$ cat src/rtl/sync_fifo_pkg.sv
// Shared constants and types for the sync_fifo_p synchronous FIFO.
// Holds the default data width, pointer width, depth and occupancy
// thresholds, plus the operation encoding used by the count update.

package sync_fifo_pkg;

    // Default word width and pointer width; depth follows from the pointer.
    localparam int DEF_DATA_W       = 12;
    localparam int DEF_ADDR_W       = 3;
    localparam int DEF_DEPTH        = 1 << DEF_ADDR_W;

    // Default occupancy thresholds for the almost flags.
    localparam int DEF_ALMOST_FULL  = 6;
    localparam int DEF_ALMOST_EMPTY = 1;

    // What the FIFO actually does at a clock edge, after the full/empty
    // gating has been applied to the raw requests.
    typedef enum logic [1:0] {
        OP_IDLE = 2'b00,
        OP_POP  = 2'b01,
        OP_PUSH = 2'b10,
        OP_BOTH = 2'b11
    } fifo_op_e;

    // Folds the two accept strobes into a single operation code.
    function automatic fifo_op_e classify_op(input logic push_ok, input logic pop_ok);
        return fifo_op_e'({push_ok, pop_ok});
    endfunction

endpackage

$ cat src/rtl/sync_fifo_p_if.sv
// Handshake bundle between a FIFO user (master) and sync_fifo_p (slave).
// Carries the push/pop requests, write data, registered read data and the
// occupancy flags. The overflow/underflow error flags only exist when the
// SYNC_FIFO_ERR_EN macro is defined.

interface sync_fifo_p_if
    import sync_fifo_pkg::*;
#(
    parameter int DATA_W = DEF_DATA_W,
    parameter int ADDR_W = DEF_ADDR_W
);

    logic              push;
    logic [DATA_W-1:0] data_in;
    logic              pop;
    logic [DATA_W-1:0] data_out;
    logic              data_valid;
    logic              full;
    logic              empty;
    logic              almost_full;
    logic              almost_empty;
    logic [ADDR_W:0]   count;
`ifdef SYNC_FIFO_ERR_EN
    logic              overflow;
    logic              underflow;
`endif

    // The user side drives requests and write data, and observes the rest.
    modport master (
        output push,
        output data_in,
        output pop,
        input  data_out,
        input  data_valid,
        input  full,
        input  empty,
        input  almost_full,
        input  almost_empty,
`ifdef SYNC_FIFO_ERR_EN
        input  overflow,
        input  underflow,
`endif
        input  count
    );

    // The FIFO side sees requests and produces data and status.
    modport slave (
        input  push,
        input  data_in,
        input  pop,
        output data_out,
        output data_valid,
        output full,
        output empty,
        output almost_full,
        output almost_empty,
`ifdef SYNC_FIFO_ERR_EN
        output overflow,
        output underflow,
`endif
        output count
    );

endinterface

$ cat src/rtl/sync_fifo_p_sdp_ram.sv
// sdp_ram: simple dual-port storage array for sync_fifo_p.
// One write port and one synchronous read port sharing a single clock.
// There is deliberately no reset: contents are only ever read at addresses
// that were written since the FIFO last emptied, so stale words are harmless
// and the array can map onto plain block or distributed RAM.

module sdp_ram
    import sync_fifo_pkg::*;
#(
    parameter int DATA_W = DEF_DATA_W,
    parameter int ADDR_W = DEF_ADDR_W
) (
    input  logic              clk,
    input  logic              wr_en,
    input  logic [ADDR_W-1:0] wr_addr,
    input  logic [DATA_W-1:0] wr_data,
    input  logic              rd_en,
    input  logic [ADDR_W-1:0] rd_addr,
    output logic [DATA_W-1:0] rd_data
);

    localparam int DEPTH = 1 << ADDR_W;

    logic [DATA_W-1:0] mem [DEPTH];

    // Write port: store the incoming word when the FIFO accepts a push.
    always_ff @(posedge clk) begin
        if (wr_en) begin
            mem[wr_addr] <= wr_data;
        end
    end

    // Read port: register the addressed word on an accepted pop and hold it
    // otherwise, so the output stays stable between pops.
    always_ff @(posedge clk) begin
        if (rd_en) begin
            rd_data <= mem[rd_addr];
        end
    end

endmodule

$ cat src/rtl/sync_fifo_p.sv
// sync_fifo_p: single-clock FIFO with registered read data and occupancy flags.
// Pointers, the occupancy count, the flags and the push/pop gating live
// here; the storage array is the sdp_ram sub-module.
// Optional feature: define SYNC_FIFO_ERR_EN to add sticky overflow and
// underflow outputs; without it, rejected requests are silently dropped.

module sync_fifo_p
    import sync_fifo_pkg::*;
#(
    parameter int DATA_W       = DEF_DATA_W,
    parameter int ADDR_W       = DEF_ADDR_W,
    parameter int ALMOST_FULL  = DEF_ALMOST_FULL,
    parameter int ALMOST_EMPTY = DEF_ALMOST_EMPTY
) (
    input  logic         clk,
    input  logic         reset,
    sync_fifo_p_if.slave bus
);

    localparam int DEPTH = 1 << ADDR_W;

    logic [ADDR_W-1:0] wr_ptr;
    logic [ADDR_W-1:0] rd_ptr;
    logic [ADDR_W:0]   count_q;
    logic              valid_q;
    logic              loaded_q;
    logic [DATA_W-1:0] ram_q;

    logic              full_w;
    logic              empty_w;
    logic              push_ok;
    logic              pop_ok;
    fifo_op_e          op;

`ifdef SYNC_FIFO_ERR_EN
    logic              overflow_q;
    logic              underflow_q;
`endif

    // Flags are pure decodes of the registered count, each one independent.
    always_comb begin
        full_w           = (int'(count_q) == DEPTH);
        empty_w          = (count_q == '0);
        bus.full         = full_w;
        bus.empty        = empty_w;
        bus.almost_full  = (int'(count_q) >= ALMOST_FULL);
        bus.almost_empty = (int'(count_q) <= ALMOST_EMPTY);
    end

    // Gate the raw requests with the pre-edge flags. Because a full FIFO
    // refuses the push and an empty one refuses the pop, a simultaneous
    // request at either extreme degrades to a single operation, and the read
    // and write addresses can never collide in the same cycle.
    always_comb begin
        push_ok = bus.push && !full_w;
        pop_ok  = bus.pop  && !empty_w;
        op      = classify_op(push_ok, pop_ok);
    end

    sdp_ram #(
        .DATA_W (DATA_W),
        .ADDR_W (ADDR_W)
    ) u_ram (
        .clk     (clk),
        .wr_en   (push_ok),
        .wr_addr (wr_ptr),
        .wr_data (bus.data_in),
        .rd_en   (pop_ok),
        .rd_addr (rd_ptr),
        .rd_data (ram_q)
    );

    // Pointers advance on their own accepted operation and wrap naturally
    // through the power-of-two address width.
    always_ff @(posedge clk or negedge reset) begin
        if (!reset) begin
            wr_ptr <= '0;
            rd_ptr <= '0;
        end else begin
            if (push_ok) begin
                wr_ptr <= wr_ptr + 1'b1;
            end
            if (pop_ok) begin
                rd_ptr <= rd_ptr + 1'b1;
            end
        end
    end

    // Occupancy count: up on a lone push, down on a lone pop, otherwise held.
    always_ff @(posedge clk or negedge reset) begin
        if (!reset) begin
            count_q <= '0;
        end else begin
            case (op)
                OP_PUSH: count_q <= count_q + 1'b1;
                OP_POP:  count_q <= count_q - 1'b1;
                default: count_q <= count_q;
            endcase
        end
    end

    // data_valid pulses for the cycle after each accepted pop. loaded_q
    // records that the RAM read register holds a real word since the last
    // reset; until then data_out reads as zero, which gives data_out an
    // immediate asynchronous clear without putting a reset on the RAM.
    always_ff @(posedge clk or negedge reset) begin
        if (!reset) begin
            valid_q  <= 1'b0;
            loaded_q <= 1'b0;
        end else begin
            valid_q <= pop_ok;
            if (pop_ok) begin
                loaded_q <= 1'b1;
            end
        end
    end

    // Drive the read-side outputs and the count.
    always_comb begin
        bus.data_out   = loaded_q ? ram_q : '0;
        bus.data_valid = valid_q;
        bus.count      = count_q;
    end

`ifdef SYNC_FIFO_ERR_EN
    // Sticky error flags: overflow on a push refused because the FIFO is
    // full (a push that coincides with an accepted pop is a normal drop, not
    // an error), underflow on any pop refused because the FIFO is empty.
    always_ff @(posedge clk or negedge reset) begin
        if (!reset) begin
            overflow_q  <= 1'b0;
            underflow_q <= 1'b0;
        end else begin
            if (bus.push && full_w && !pop_ok) begin
                overflow_q <= 1'b1;
            end
            if (bus.pop && empty_w) begin
                underflow_q <= 1'b1;
            end
        end
    end

    // Expose the sticky error flags.
    always_comb begin
        bus.overflow  = overflow_q;
        bus.underflow = underflow_q;
    end
`endif

endmodule

$ cat src/flat_wrapper.sv
// flat-port wrapper written by rule: the top's interface ports become plain ports
module sync_fifo_p_flat import sync_fifo_pkg::*;
#(
    parameter int DATA_W       = DEF_DATA_W,
    parameter int ADDR_W       = DEF_ADDR_W,
    parameter int ALMOST_FULL  = DEF_ALMOST_FULL,
    parameter int ALMOST_EMPTY = DEF_ALMOST_EMPTY
)
  (clk, reset, bus_push, bus_data_in, bus_pop, bus_data_out, bus_data_valid, bus_full, bus_empty, bus_almost_full, bus_almost_empty, bus_count);
  sync_fifo_p_if #(.DATA_W(DATA_W), .ADDR_W(ADDR_W)) bus_i ();
  input  logic clk;
  input  logic reset;
  input wire logic [$bits(bus_i.push)-1:0] bus_push;
  input wire logic [$bits(bus_i.data_in)-1:0] bus_data_in;
  input wire logic [$bits(bus_i.pop)-1:0] bus_pop;
  output wire logic [$bits(bus_i.data_out)-1:0] bus_data_out;
  output wire logic [$bits(bus_i.data_valid)-1:0] bus_data_valid;
  output wire logic [$bits(bus_i.full)-1:0] bus_full;
  output wire logic [$bits(bus_i.empty)-1:0] bus_empty;
  output wire logic [$bits(bus_i.almost_full)-1:0] bus_almost_full;
  output wire logic [$bits(bus_i.almost_empty)-1:0] bus_almost_empty;
  output wire logic [$bits(bus_i.count)-1:0] bus_count;
  assign bus_i.push = bus_push;
  assign bus_i.data_in = bus_data_in;
  assign bus_i.pop = bus_pop;
  assign bus_data_out = bus_i.data_out;
  assign bus_data_valid = bus_i.data_valid;
  assign bus_full = bus_i.full;
  assign bus_empty = bus_i.empty;
  assign bus_almost_full = bus_i.almost_full;
  assign bus_almost_empty = bus_i.almost_empty;
  assign bus_count = bus_i.count;
  sync_fifo_p #(.DATA_W(DATA_W), .ADDR_W(ADDR_W), .ALMOST_FULL(ALMOST_FULL), .ALMOST_EMPTY(ALMOST_EMPTY)) u_core (.clk(clk), .reset(reset), .bus(bus_i));
endmodule
$ cat config.mk
export PLATFORM = sky130hd
export DESIGN_NAME = sync_fifo_p_flat
export DESIGN_NICKNAME = d
export VERILOG_FILES = /design/src/rtl/sync_fifo_pkg.sv /design/src/rtl/sync_fifo_p_if.sv /design/src/rtl/sync_fifo_p_sdp_ram.sv /design/src/rtl/sync_fifo_p.sv /design/src/flat_wrapper.sv
export SDC_FILE = /design/constraint.sdc
export NUM_CORES = 1
export LEC_CHECK = 0
export BUFFER_PORTS_ARGS = -buffer_cell sky130_fd_sc_hd__buf_2
export CORE_ASPECT_RATIO = 1.1
export CORE_UTILIZATION = 59
export DETAILED_ROUTE_END_ITERATION = 16
export PLACE_DENSITY = 0.79
export SYNTH_ARGS = -nofsm -noshare
export SYNTH_HDL_FRONTEND = slang
export SYNTH_SLANG_ARGS = --single-unit
$ cat constraint.sdc
create_clock -name clk -period 3.5 [get_ports clk]
set_input_delay 0.7 -clock clk [delete_from_list [all_inputs] [get_ports clk]]
set_output_delay 0.7 -clock clk [all_outputs]
set_load 0.02 [all_outputs]
; ---- Word-level counts from Yosys, hierarchy flattened
; Memory sizes are Yosys's and may differ from the RTL's. A register that Yosys moved wholly into a read port is not among the register bits.
; Index checks and enable logic that the tools add are counted.
[op_classes]
add_sub_neg = 4
n_lt_le_gt_ge = 2
n_eq_ne = 3
mux = 4
reduce_logical = 6
[op_table]
columns = operator, n
row1 = $mux 12, 1
row2 = $pmux 4 s2, 1
row3 = $add 3x1->3 const B, 2
row4 = $add 4x1->4 const B, 1
row5 = $eq 4x4->1 const B, 1
row6 = $ge 4x3->1 const B, 1
row7 = $le 4x1->1 const B, 1
row8 = $logic_not 4->1, 1
row9 = $sub 4x1->4 const B, 1
row10 = $eq 2x1->1 const B, 1
row11 = $eq 2x2->1 const B, 1
row12 = $logic_and 1x1->1, 2
row13 = $logic_not 1->1, 2
row14 = $mux 1, 2
row15 = $reduce_bool 2->1, 1
[totals]
regBits = 12
ram_bits = 96
output_inout_bits = 21
word_cells = 25
mem_count = 1
[memory_table]
columns = memory, words, word_bits, read_ports, rd_ports_with_merged_regs, wr, line
row1 = u_core.u_ram.mem, 8, 12, 1, 1, 1, sync_fifo_p_sdp_ram.sv:24  ; logic [DATA_W-1:0] mem [DEPTH];

; ---- Logic depth before layout (Yosys ltp)
[depth]
word_depth = 5
mapped_depth = 9

; ---- Hierarchy
; From an unflattened synthesis, not the netlist that was laid out.
[unflattened]
hier_cells = 231
hier_area_um2 = 4812.1
[by_module_without_submodules]
columns = module, n_inst, cells_per_inst, area_each_um2, seq_area_each_um2
row1 = sdp_ram, 1, 164, 4107.7, 3243.1
row2 = sync_fifo_p, 1, 67, 704.4, 300.3

; ---- Worst setup path before layout
; Ideal clock, no wire load.
[synth_path]
path_type = register to register
startpoint = register u_core.count_q[0], in the netlist u_core.bus.count[0]
endpoint = register u_core.count_q[3], in the netlist u_core.bus.count[3]
setup_ps = 80
arrival_time_ps = 2664
t_required_ps = 3420
path_slack_ps = 756
stages_incl_launch_ff = 10
synth_period_minus_slack_ps = 2744
cell_sequence = dfrtp_1 -> inv_1 -> ha_1 -> or3b_2 -> nand2_1 -> inv_1 -> ha_1 -> or4b_2 -> a21oi_1 -> xor2_1
[synth_between]
elab_chain_len = 5
[synth_lines]
columns = element, line
row1 = "start, declared", sync_fifo_p.sv:24  ; logic [ADDR_W:0] count_q;
row2 = "start signal, assigned", sync_fifo_p.sv:95  ; OP_PUSH: count_q <= count_q + 1'b1;
row3 = "start signal, assigned", sync_fifo_p.sv:96  ; OP_POP: count_q <= count_q - 1'b1;
row4 = "start signal, assigned", sync_fifo_p.sv:97  ; default: count_q <= count_q;
row5 = $logic_not 4->1 (*), sync_fifo_p.sv:43  ; empty_w = (count_q == '0);
row6 = $logic_not 1->1 (*), sync_fifo_p.sv:56  ; pop_ok = bus.pop && !empty_w;
row7 = $logic_and 1x1->1 (*), sync_fifo_p.sv:56
row8 = net u_core.pop_ok, sync_fifo_p.sv:32  ; logic pop_ok;
row9 = $eq 2x1->1 / $eq 2x2->1 (equally long branches), sync_fifo_p.sv:94  ; case (op)
row10 = $pmux 4 s2 / $reduce_bool 2->1 (equally long branches), n/a
; The timed path passes the listed nets; every way through them passes the cells marked *.
; A chain may end at the register's enable or synchronous reset.

; ---- Worst setup path after layout
[layout_path]
startpoint = register u_core.count_q[0], in the netlist u_core.bus.count[0]
endpoint = output port bus_empty
[layout_between]
elab_chain_len = 1
[layout_lines]
columns = element, line
row1 = $logic_not 4->1, sync_fifo_p.sv:43
row2 = "end, declared", flat_wrapper.sv:19  ; output wire logic [$bits(bus_i.empty)-1:0] bus_empty;
; No other way between the ends.

==> qor.yml <==
worst_setup_path:
  worstSetupStartpoint: "u_core.bus.count[0]"
  arrival_ns: 2.00
  timing.rr.start: "u_core.bus.count[0]"
  endpoint: "bus_empty"
  ff2ff_setup_slack_ns: 0.98
  crit-reg2reg-capture: "u_core.bus.count[3]"
  crit_fanout: 7
  worst_setup_path_end_kind: "primary output"
  r2r_cells: 9
  category_of_the_critical_setup_timing_path: "reg -> out"
  worst_ep_required_time_ns: 2.80
  critical_path.startpoint_type: "flip-flop"
cells_and_area:
  ratio_of_cells_with_drive_above_1_in_the_final_layout_pct: 32.33
  num_antenna_cells: 0
  layout_commonest_cell: "sky130_fd_sc_hd__edfxtp_1"
  fillerInstances: 481
  relative_area_change_from_synthesis_to_final_layout_pct: 18.52
  post-route-cell-area_mm2: 0.005685
  nNetsFinal: 311
  most_frequent_cells_in_the_layout: "108 x sky130_fd_sc_hd__edfxtp_1, 36 x sky130_fd_sc_hd__buf_2, 22 x sky130_fd_sc_hd__mux4_1, 16 x sky130_fd_sc_hd__clkbuf_16, 14 x sky130_fd_sc_hd__mux2_2"
sta:
  final_min_period_over_clock_period_pct: 77.02
  rsz0062_at_grt: "no"
  tns_ns: 0
  report.final.setup_viol: 0
  fin_worst_skew_ns: 0.005412
  period_minus_slack_ns: 2.696
  relSlewSlack_pct: 32.43
  slew_violations: 0
  fmax_mhz: 371.0
  final_hold_viol_count: 0
  worst_slew_pin_slew_ns: 1.014
synthesis:
  syn-cell-area_mm2: 0.004797
  ys.warnings.count: 0
  yosys_register_bits: 120
  syn_inst: 229
  yosysUniqueCellTypes: 25
  synth_sequential_area_ratio_pct: 73.87
  synth_area_per_cell_um2: 20.95
  syn-num-nets: 252
routing:
  drt_wl_total_mm: 8.287
  routed_via_density: 5.603
  drt-initial-drc-count: 134
  drt_pass1_iterations: 5
  dr_total_vias: 2286
  drt-wirelength-per-cell_um: 20.31
  drcViolationCount: 0
  drt.antenna.violating_nets: 0
global_routing:
  gr-usage-met3_pct: 5.777
  met1_usage_pct: 25.46
  maximum_number_of_pins_on_one_net_before_global_route_repair: 27
  grt_most_used_layer: "met2"
  grt.total_usage_pct: 21.70
  grt.overflow.total: 0
  grt.met2_usage_pct: 36.89
  number_of_global_route_vias_before_repair: 2284
  grt_pass1_wl_mm: 12.20
  antenna_found_initial: 0
power_and_ir_drop:
  comb_power_share_pct: 25.9
  swShare_pct: 29.07
  cell_internal_pwr_mw: 3.487
  pwr-share-seq_pct: 43.4
  cellPowerDensity_mw_per_mm2: 864.8
  static-leakage-power_nw: 2.077
  share_clk_of_total_power_pct: 30.7
  p_switching_mw: 1.429
  worst_ir_drop_vdd_v: 0.0004520
clock_network:
  ctsResizeCount: 0
  ctsRootBufferMaster: "sky130_fd_sc_hd__clkbuf_8"
  clk_pin_slew_ns: 0.06
  cts_hold_repair.buffers: 0
  tritoncts.num_buffers: 17
  post_cts_setup_bufs: 0
  h-tree-depth: 4
  clock_insertion_delay_worst_skew_ns: 0.50
  cts_tree: "built"
  clkSinkCount: 120
  cts-root-to-sink-buffers: 2
floorplan:
  chipHeight_um: 96.57
  fp.dieW_um: 87.98
  start_util_pct: 60.63
  ioPinCount: 37
  rows: 34
  core-area_mm2: 0.007913
  fp.dieArea_mm2: 0.008496
place:
  placed_cell_area_mm2: 0.005159
  routabilityCongestion: 0.7221
  dp_hpwl_mm: 4.697
  port_buffers: 36
hold_path:
  hp-class: "in -> async"
job:
  cap_violations: 0
run_status:
  outcome: "finished, final reports clean"
## power by group through the flow
| stage | Combinational, mW | Clock (mW) | Sequential (mW) |
|---|---|---|---|
| floorplan | 0.985 | 0 | 2.07 |
| global placement | 1.25 | 0 | 2.14 |
| detailed placement | 1.27 | 0 | 2.16 |
| CTS | 1.30 | 1.53 | 2.14 |
| global route | 1.39 | 1.59 | 2.17 |
| finish | 1.27 | 1.51 | 2.13 |
## worst max-delay path, cell delays in order (launching register included)
cell	delay [ns]
sky130_fd_sc_hd__dfrtp_1	0.45
sky130_fd_sc_hd__inv_1	0.12
sky130_fd_sc_hd__ha_1	0.22
sky130_fd_sc_hd__or3b_2	0.49
sky130_fd_sc_hd__inv_1	0.07
sky130_fd_sc_hd__buf_2	0.15
## routing by layer
layer	vias up	wire, um
li1	1045	-
met1	1147	3313
met2	83	4423
met3	11	420
met4	0	129
met5	-	0
## logic make-up (layout without fill, tap and decap cells)
family / after synthesis / in the layout / synth area share (%)
flops: 120 / 120 / 73.87
mux: 39 / 39 / 16.48
simple gates: 39 / 39 / 4.538
buf+inv: 13 / 84 / 1.513
xor+xnor: 8 / 8 / 1.461
fa+ha+maj: 7 / 7 / 1.826
compound gates: 3 / 3 / 0.3129
## how the worst min path moves through the flow
stage          cells after the start                  end        startpoint  slack [ns]
2_1_floorplan                      0  u_core.bus.count[0]             reset        0.40
3_3_place_gp                       1     u_core.wr_ptr[0]  u_core.wr_ptr[0]        0.51
3_5_place_dp                       1     u_core.wr_ptr[0]  u_core.wr_ptr[0]        0.52
4_1_cts                            1  u_core.bus.count[3]             reset        0.05
5_1_grt                            1  u_core.bus.count[3]             reset        0.06
6_report                           1  u_core.bus.count[3]             reset        0.06
## sequential cells by signal, summed over array words and instances, names as in the netlist
| signal | cells |
|---|---|
| u_core.bus.count | 4 |
| u_core.bus.data_valid | 1 |
| u_core.loaded_q | 1 |
| u_core.rd_ptr | 3 |
| u_core.u_ram.mem | 96 |
| u_core.u_ram.rd_data | 12 |
| u_core.wr_ptr | 3 |
## cell usage after synthesis
| cell type | number | area share, % |
|---|---|---|
| sky130_fd_sc_hd__a21oi_1 | 1 | 0.10 |
| sky130_fd_sc_hd__and2_1 | 12 | 1.6 |
| sky130_fd_sc_hd__buf_2 | 1 | 0.10 |
| sky130_fd_sc_hd__buf_6 | 3 | 0.70 |
| sky130_fd_sc_hd__clkbuf_1 | 4 | 0.31 |
| sky130_fd_sc_hd__dfrtp_1 | 12 | 6.3 |
| sky130_fd_sc_hd__edfxtp_1 | 108 | 68 |
| sky130_fd_sc_hd__ha_1 | 7 | 1.8 |
| sky130_fd_sc_hd__inv_1 | 5 | 0.39 |
| sky130_fd_sc_hd__mux2_2 | 14 | 3.3 |
| sky130_fd_sc_hd__mux2i_1 | 1 | 0.21 |
| sky130_fd_sc_hd__mux4_1 | 22 | 12 |
| sky130_fd_sc_hd__mux4_2 | 2 | 0.94 |
| sky130_fd_sc_hd__nand2_1 | 4 | 0.31 |
| sky130_fd_sc_hd__nand2b_1 | 4 | 0.52 |
| sky130_fd_sc_hd__nand3_1 | 3 | 0.31 |
| sky130_fd_sc_hd__nand3b_1 | 2 | 0.31 |
| sky130_fd_sc_hd__nand4b_1 | 1 | 0.18 |
| sky130_fd_sc_hd__nor2_1 | 8 | 0.63 |
| sky130_fd_sc_hd__nor3_1 | 3 | 0.31 |
| sky130_fd_sc_hd__o21ai_0 | 2 | 0.21 |
| sky130_fd_sc_hd__or3b_2 | 1 | 0.18 |
| sky130_fd_sc_hd__or4b_2 | 1 | 0.21 |
| sky130_fd_sc_hd__xnor2_1 | 6 | 1.1 |
| sky130_fd_sc_hd__xor2_1 | 2 | 0.37 |
## per-stage QoR
step | utilization [%] | std cells | power [mW] | setup WS, ns | hold WS, ns
after floorplan | - | 229 | 3.055 | 0.7556 | 0.4044
after global placement | 65.20 | 377 | 3.389 | 1.076 | 0.5136
after detailed placement | 65.20 | 377 | 3.435 | 1.005 | 0.5165
after CTS | 71.85 | 408 | 4.967 | 0.7809 | 0.05129
after global routing | 71.85 | 408 | 5.156 | 0.7000 | 0.06435
final | 71.85 | 408 | 4.917 | 0.8043 | 0.06263
## area by class of cell
class	count	area, um^2	share of cell area [%]
Inverter	5	18.77	0.3301
Timing Repair Buffer	48	270.3	4.754
Clock inverter	13	108.9	1.915
Clock buffer	18	417.9	7.350
Sequential cell	120	3543	62.32
Tap cell	108	135.1	2.377
Multi-Input combinational cell	96	1191	20.95
(Power assumes the default switching activity.)
